[src/rtl/bmp_header_writer.sv]
// Writes the 54-byte BMP file + info header for a capture region into frame-store memory.
// Optional macro BMP_HDR_RES_EN: fills the resolution fields with 2835 px/m instead of zero.
module bmp_header_writer #(
  parameter int          ADDR_W    = 24,
  parameter int unsigned BASE_ADDR = 0,
  parameter int          BPP       = 24,
  parameter int          COORD_W   = 11
) (
  input  logic               clk,
  input  logic               rst_n,
  input  logic               start,
  output logic               busy,
  output logic               done,
  output logic               err,
  input  logic [COORD_W-1:0] xMin,
  input  logic [COORD_W-1:0] xMax,
  input  logic [COORD_W-1:0] yMin,
  input  logic [COORD_W-1:0] yMax,
  output logic [ADDR_W-1:0]  addr,
  output logic               wren,
  output logic [7:0]         wrdata,
  input  logic               wait_req
);

  generate
    if (BPP != 24 && BPP != 32) begin : g_bpp_check
      $error("bmp_header_writer: BPP must be 24 or 32");
    end
  endgenerate

  typedef enum logic [1:0] {IDLE, CALC, WRITE, DONE} state_t;

  localparam logic [5:0] LAST_IDX = 6'd53;

  state_t             state_reg, state_next;
  logic [5:0]         idx_reg, idx_next;
  logic [COORD_W-1:0] x_min_reg, x_min_next, x_max_reg, x_max_next;
  logic [COORD_W-1:0] y_min_reg, y_min_next, y_max_reg, y_max_next;
  logic [COORD_W:0]   w_reg, w_next, h_reg, h_next;
  logic [31:0]        img_reg, img_next, file_reg, file_next;
  logic               err_reg, err_next;

  logic [COORD_W:0]   w_calc, h_calc;
  logic [31:0]        row_calc, pad_calc, img_calc;
  logic               region_bad;

  // Geometry is derived from the latched bounds, so input changes after start are harmless.
  assign w_calc     = {1'b0, x_max_reg} - {1'b0, x_min_reg} + {{COORD_W{1'b0}}, 1'b1};
  assign h_calc     = {1'b0, y_max_reg} - {1'b0, y_min_reg} + {{COORD_W{1'b0}}, 1'b1};
  assign row_calc   = 32'(w_calc) * 32'(BPP / 8);
  assign pad_calc   = (row_calc + 32'd3) & ~32'd3;
  assign img_calc   = pad_calc * 32'(h_calc);
  assign region_bad = (x_max_reg < x_min_reg) || (y_max_reg < y_min_reg);

  logic [63:0] res_field;
`ifdef BMP_HDR_RES_EN
  assign res_field = 64'h0000_0B13_0000_0B13;
`else
  assign res_field = 64'h0;
`endif

  // Whole header as one little-endian vector: byte 0 sits in the low bits.
  logic [431:0] hdr_vec;
  assign hdr_vec = {64'h0, res_field, img_reg, 32'h0, 16'(BPP), 16'd1,
                    32'(h_reg), 32'(w_reg), 32'd40, 32'd54, 32'h0, file_reg, 16'h4D42};

  logic [7:0] hdr_bytes [0:63];
  genvar gi;
  generate
    for (gi = 0; gi < 64; gi++) begin : g_hdr_bytes
      if (gi < 54) begin : g_used
        assign hdr_bytes[gi] = hdr_vec[gi*8 +: 8];
      end else begin : g_unused
        assign hdr_bytes[gi] = 8'h00;
      end
    end
  endgenerate

  always_ff @(posedge clk) begin
    if (!rst_n) begin
      state_reg <= IDLE;
      idx_reg   <= '0;
      x_min_reg <= '0;
      x_max_reg <= '0;
      y_min_reg <= '0;
      y_max_reg <= '0;
      w_reg     <= '0;
      h_reg     <= '0;
      img_reg   <= '0;
      file_reg  <= '0;
      err_reg   <= 1'b0;
    end else begin
      state_reg <= state_next;
      idx_reg   <= idx_next;
      x_min_reg <= x_min_next;
      x_max_reg <= x_max_next;
      y_min_reg <= y_min_next;
      y_max_reg <= y_max_next;
      w_reg     <= w_next;
      h_reg     <= h_next;
      img_reg   <= img_next;
      file_reg  <= file_next;
      err_reg   <= err_next;
    end
  end

  always_comb begin
    state_next = state_reg;
    idx_next   = idx_reg;
    x_min_next = x_min_reg;
    x_max_next = x_max_reg;
    y_min_next = y_min_reg;
    y_max_next = y_max_reg;
    w_next     = w_reg;
    h_next     = h_reg;
    img_next   = img_reg;
    file_next  = file_reg;
    err_next   = err_reg;
    busy       = 1'b0;
    done       = 1'b0;
    wren       = 1'b0;
    addr       = '0;
    wrdata     = 8'h00;
    case (state_reg)
      IDLE, DONE: begin
        done = (state_reg == DONE);
        if (start) begin
          x_min_next = xMin;
          x_max_next = xMax;
          y_min_next = yMin;
          y_max_next = yMax;
          state_next = CALC;
        end
      end
      CALC: begin
        busy = 1'b1;
        if (region_bad) begin
          err_next   = 1'b1;
          state_next = DONE;
        end else begin
          err_next   = 1'b0;
          idx_next   = '0;
          w_next     = w_calc;
          h_next     = h_calc;
          img_next   = img_calc;
          file_next  = img_calc + 32'd54;
          state_next = WRITE;
        end
      end
      WRITE: begin
        busy   = 1'b1;
        wren   = 1'b1;
        addr   = ADDR_W'(BASE_ADDR) + ADDR_W'(idx_reg);
        wrdata = hdr_bytes[idx_reg];
        if (!wait_req) begin
          if (idx_reg == LAST_IDX) begin
            state_next = DONE;
          end else begin
            idx_next = idx_reg + 6'd1;
          end
        end
      end
      default: state_next = IDLE;
    endcase
  end

  assign err = err_reg;

endmodule

[config.mk]
export PLATFORM = sky130hd
export DESIGN_NAME = bmp_header_writer
export DESIGN_NICKNAME = d
export VERILOG_FILES = /design/src/rtl/bmp_header_writer.sv
export SDC_FILE = /design/constraint.sdc
export NUM_CORES = 1
export LEC_CHECK = 0
export CAP_MARGIN = 20
export CELL_PAD_IN_SITES_DETAIL_PLACEMENT = 2
export CELL_PAD_IN_SITES_GLOBAL_PLACEMENT = 2
export CORE_MARGIN = 4
export CORE_UTILIZATION = 37
export DETAILED_ROUTE_END_ITERATION = 16
export PLACE_DENSITY = 0.9
export SYNTH_ARGS = -nofsm -noshare
export SYNTH_HDL_FRONTEND = slang
export SYNTH_SLANG_ARGS = --single-unit
[constraint.sdc]
create_clock -name clk -period 12.6 [get_ports clk]
set_input_delay 1.89 -clock clk [delete_from_list [all_inputs] [get_ports clk]]
set_output_delay 1.89 -clock clk [all_outputs]
set_load 0.1 [all_outputs]
==> results.cfg <==
[yosys]
yosysWarningCount = 0
synthArstFlopShare_pct = 0
syn_area_per_cell_um2 = 8.03
synthDistinctLibCells = 91
ys_seq_elements = 129
synth_enable_flop_cells = 0
post_synth_inst_count = 1652
ys.flop_type = dfxtp_1
synth_area_um2 = 13300
yosysSeqAreaShare_pct = 19.5

[route]
remaining_drc_errors = 0
detailedRoute.firstIterationViolations = 611
detail_route.vias_per_cell = 5.77
wire_per_inst_um = 25.5
drt_first_pass_iters = 7
via_count = 12424
drt_wl_total_um = 54900
count_of_antenna_violating_nets_left_after_detailed_routing = 0

[clock_network]
clock_tree.buffer_depth = 2
clock_tree.root_cell = clkbuf_16
clkLatencyLatePin_ns = 0.47
clock_tree_from_tritoncts = built
tritoncts_num_sinks = 129
clk_pin_slew_ns = 0.06
cts_hold_repair.buffers = 0
cts_resized = 0
ctsHtreeMaxLevel = 4
cts_buffers = 17
post-cts-setup-buffers = 0

[setup_path]
crit_slowest_cell = a2111oi_1
worst_setup_path_start_kind = flop
startpoint = x_min_reg[1]
reg2reg_setup_slack_ns = 1.44
setup.worst_path.end_class = flop
critPathMaxStageDelay_ns = 0.84
arrival_ns = 11.52
crit_path_max_fanout = 9
critical_path_class = flop to flop
worst_ep_required_time_ns = 12.96
worstReg2RegStart = x_min_reg[1]

[sta]
rsz0062_at_grt = false
max_slew.worst_pin.slew_ns = 1.06
finalSetupViolCount = 0
setup_tns_ns = 0
final_setup_skew_ns = 0.0183
timing.final.crit_share_pct = 88.6
final_critical_path_setup_slack_ns = 1.44
maxSlewViolCount = 0
max_clock_freq_mhz = 89.6
hold_violations = 0
slew_headroom_pct = 28.9
period_needed_ns = 11.16

[die]
floorplan.io_pins = 84
core_area_um2 = 35500
dieHeight_um = 197
floorplan.die_area_um2 = 38900
die_width_um = 197
placement_rows = 69
initial_core_util_pct = 37.4

[outcome]
run_status = complete, no violations

[place]
detailedPlace.worstSlack_ns = 1.84
buffer_ports.inserted = 65
place.gp.congestion = 0.886
detailedPlacementHpwl_um = 39000
total_instance_count_after_detailed_placement = 2120

[grt]
grt_pass1_vias = 14619
maximum_number_of_pins_on_one_net_before_global_route_repair = 98
grt_first_pass_wirelength_um = 85400
antenna_violations_before_repair = 0
grtUsageTotal_pct = 28.2
global_route.overflow_total = 0

[finish]
final_cells = 2153
n_fill_cell = 3966
drive_gt1_share_pct = 5.44
diodes = 0
design.final.nets = 1973
seqCellArea_um2 = 2580
multiInputGateArea_um2 = 9640
number_of_flip_flops_under_the_largest_register_name = 27
post_route_utilization_pct = 41.9
syn_to_final_growth_pct = 12.0

[flow_run]
maxCapViolations = 0

[hold_path]
min-delay-start = img_reg[21]
holdCritPathClass = flop to flop
## synthesized netlist by cell type, types with 5 or more instances
library cell  number  area, µm²
a211oi_1          32        240
a21o_1             8       60.1
a21oi_1          145        726
a221oi_1           5       43.8
a22oi_1            9       67.6
a311oi_1           5       43.8
a31oi_1           15       93.8
and2_1            21        131
and3_1            13       81.3
and4_1             6       52.6
buf_1              6       22.5
buf_4             19        143
clkbuf_1          62        233
dfxtp_1          129       2580
fa_1             110       2200
ha_1             136       1700
inv_1            189        709
mux2_2             5       56.3
mux2i_1           11        110
nand2_1          276       1040
nand2b_1          13       81.3
nand3_1           30        150
nand4_1           12       75.1
nor2_1           134        503
nor2b_1           19        119
nor3_1            18       90.1
nor4_1             5       31.3
o211ai_1           5       37.5
o21a_1            14        105
o21ai_0           26        130
o21ai_1            5       25.0
o21bai_1           6       45.0
o22ai_1            5       31.3
o31ai_1            5       37.5
xnor2_1           34        298
xor2_1            31        272
## layout make-up
type | count | area share [%]
multi-input combinational | 1258 | 64.9
sequential | 129 | 17.4
timing repair buffer | 82 | 5.24
inverter | 191 | 4.83
tap | 461 | 3.88
clock buffer | 19 | 2.91
clock inverter | 13 | 0.876
## cells by family after synthesis
group | share of synthesized area, %
AO/OA/AOI/OAI | 16.2
XOR/XNOR | 4.78
adder cells (fa/ha/maj) | 29.5
buffers and inverters | 8.56
flip-flops | 19.5
multiplexers | 1.93
other | 0.0283
AND/OR/NAND/NOR | 19.5
## through the flow
stage / hold WS [ns] / area, µm²
after global placement: 0.438 / 14300
after floorplan: 0.428 / 13300
after global routing: 0.477 / 14900
final: 0.463 / 14900
after CTS: 0.463 / 14800
after detailed placement: 0.454 / 14300
## worst max-delay path: cells and delay by family, from the launching register on
kind,cells,cell delay (ns)
AND/OR/NAND/NOR,6,1.93
buffers and inverters,6,0.45
AO/OA/AOI/OAI,11,3.39
adder cells (fa/ha/maj),11,4.44
flip-flops,1,0.38
XOR/XNOR,1,0.47
## final timing paths
check,end,cells after the start
setup / recovery,file_reg[26],35
setup reg to reg,file_reg[26],35
hold reg to reg,img_reg[21],2
hold / removal,img_reg[21],2
## metal layers
metal	vias up	track usage [%]	part of all wire, %	wire (µm)
li1	5524	-	-	-
met1	6314	30.2	38	20700
met2	393	51.5	52	28400
met3	193	5.54	4.3	2380
met4	0	16.2	6.2	3390
met5	-	0	0	0
## layout by cell type, fill, tap and decap left out, drive strengths merged, types with 31 or more instances in the layout
cell	n
a211oi	33
a21oi	146
clkdlybuf4s50	65
dfxtp	129
fa	110
ha	136
inv	194
nand2	277
nand3	31
nor2	134
o21ai	32
xnor2	36
xor2	33
Power is not shown: default switching activity piles up to over one toggle a cycle in this logic, so the estimate is an artifact.
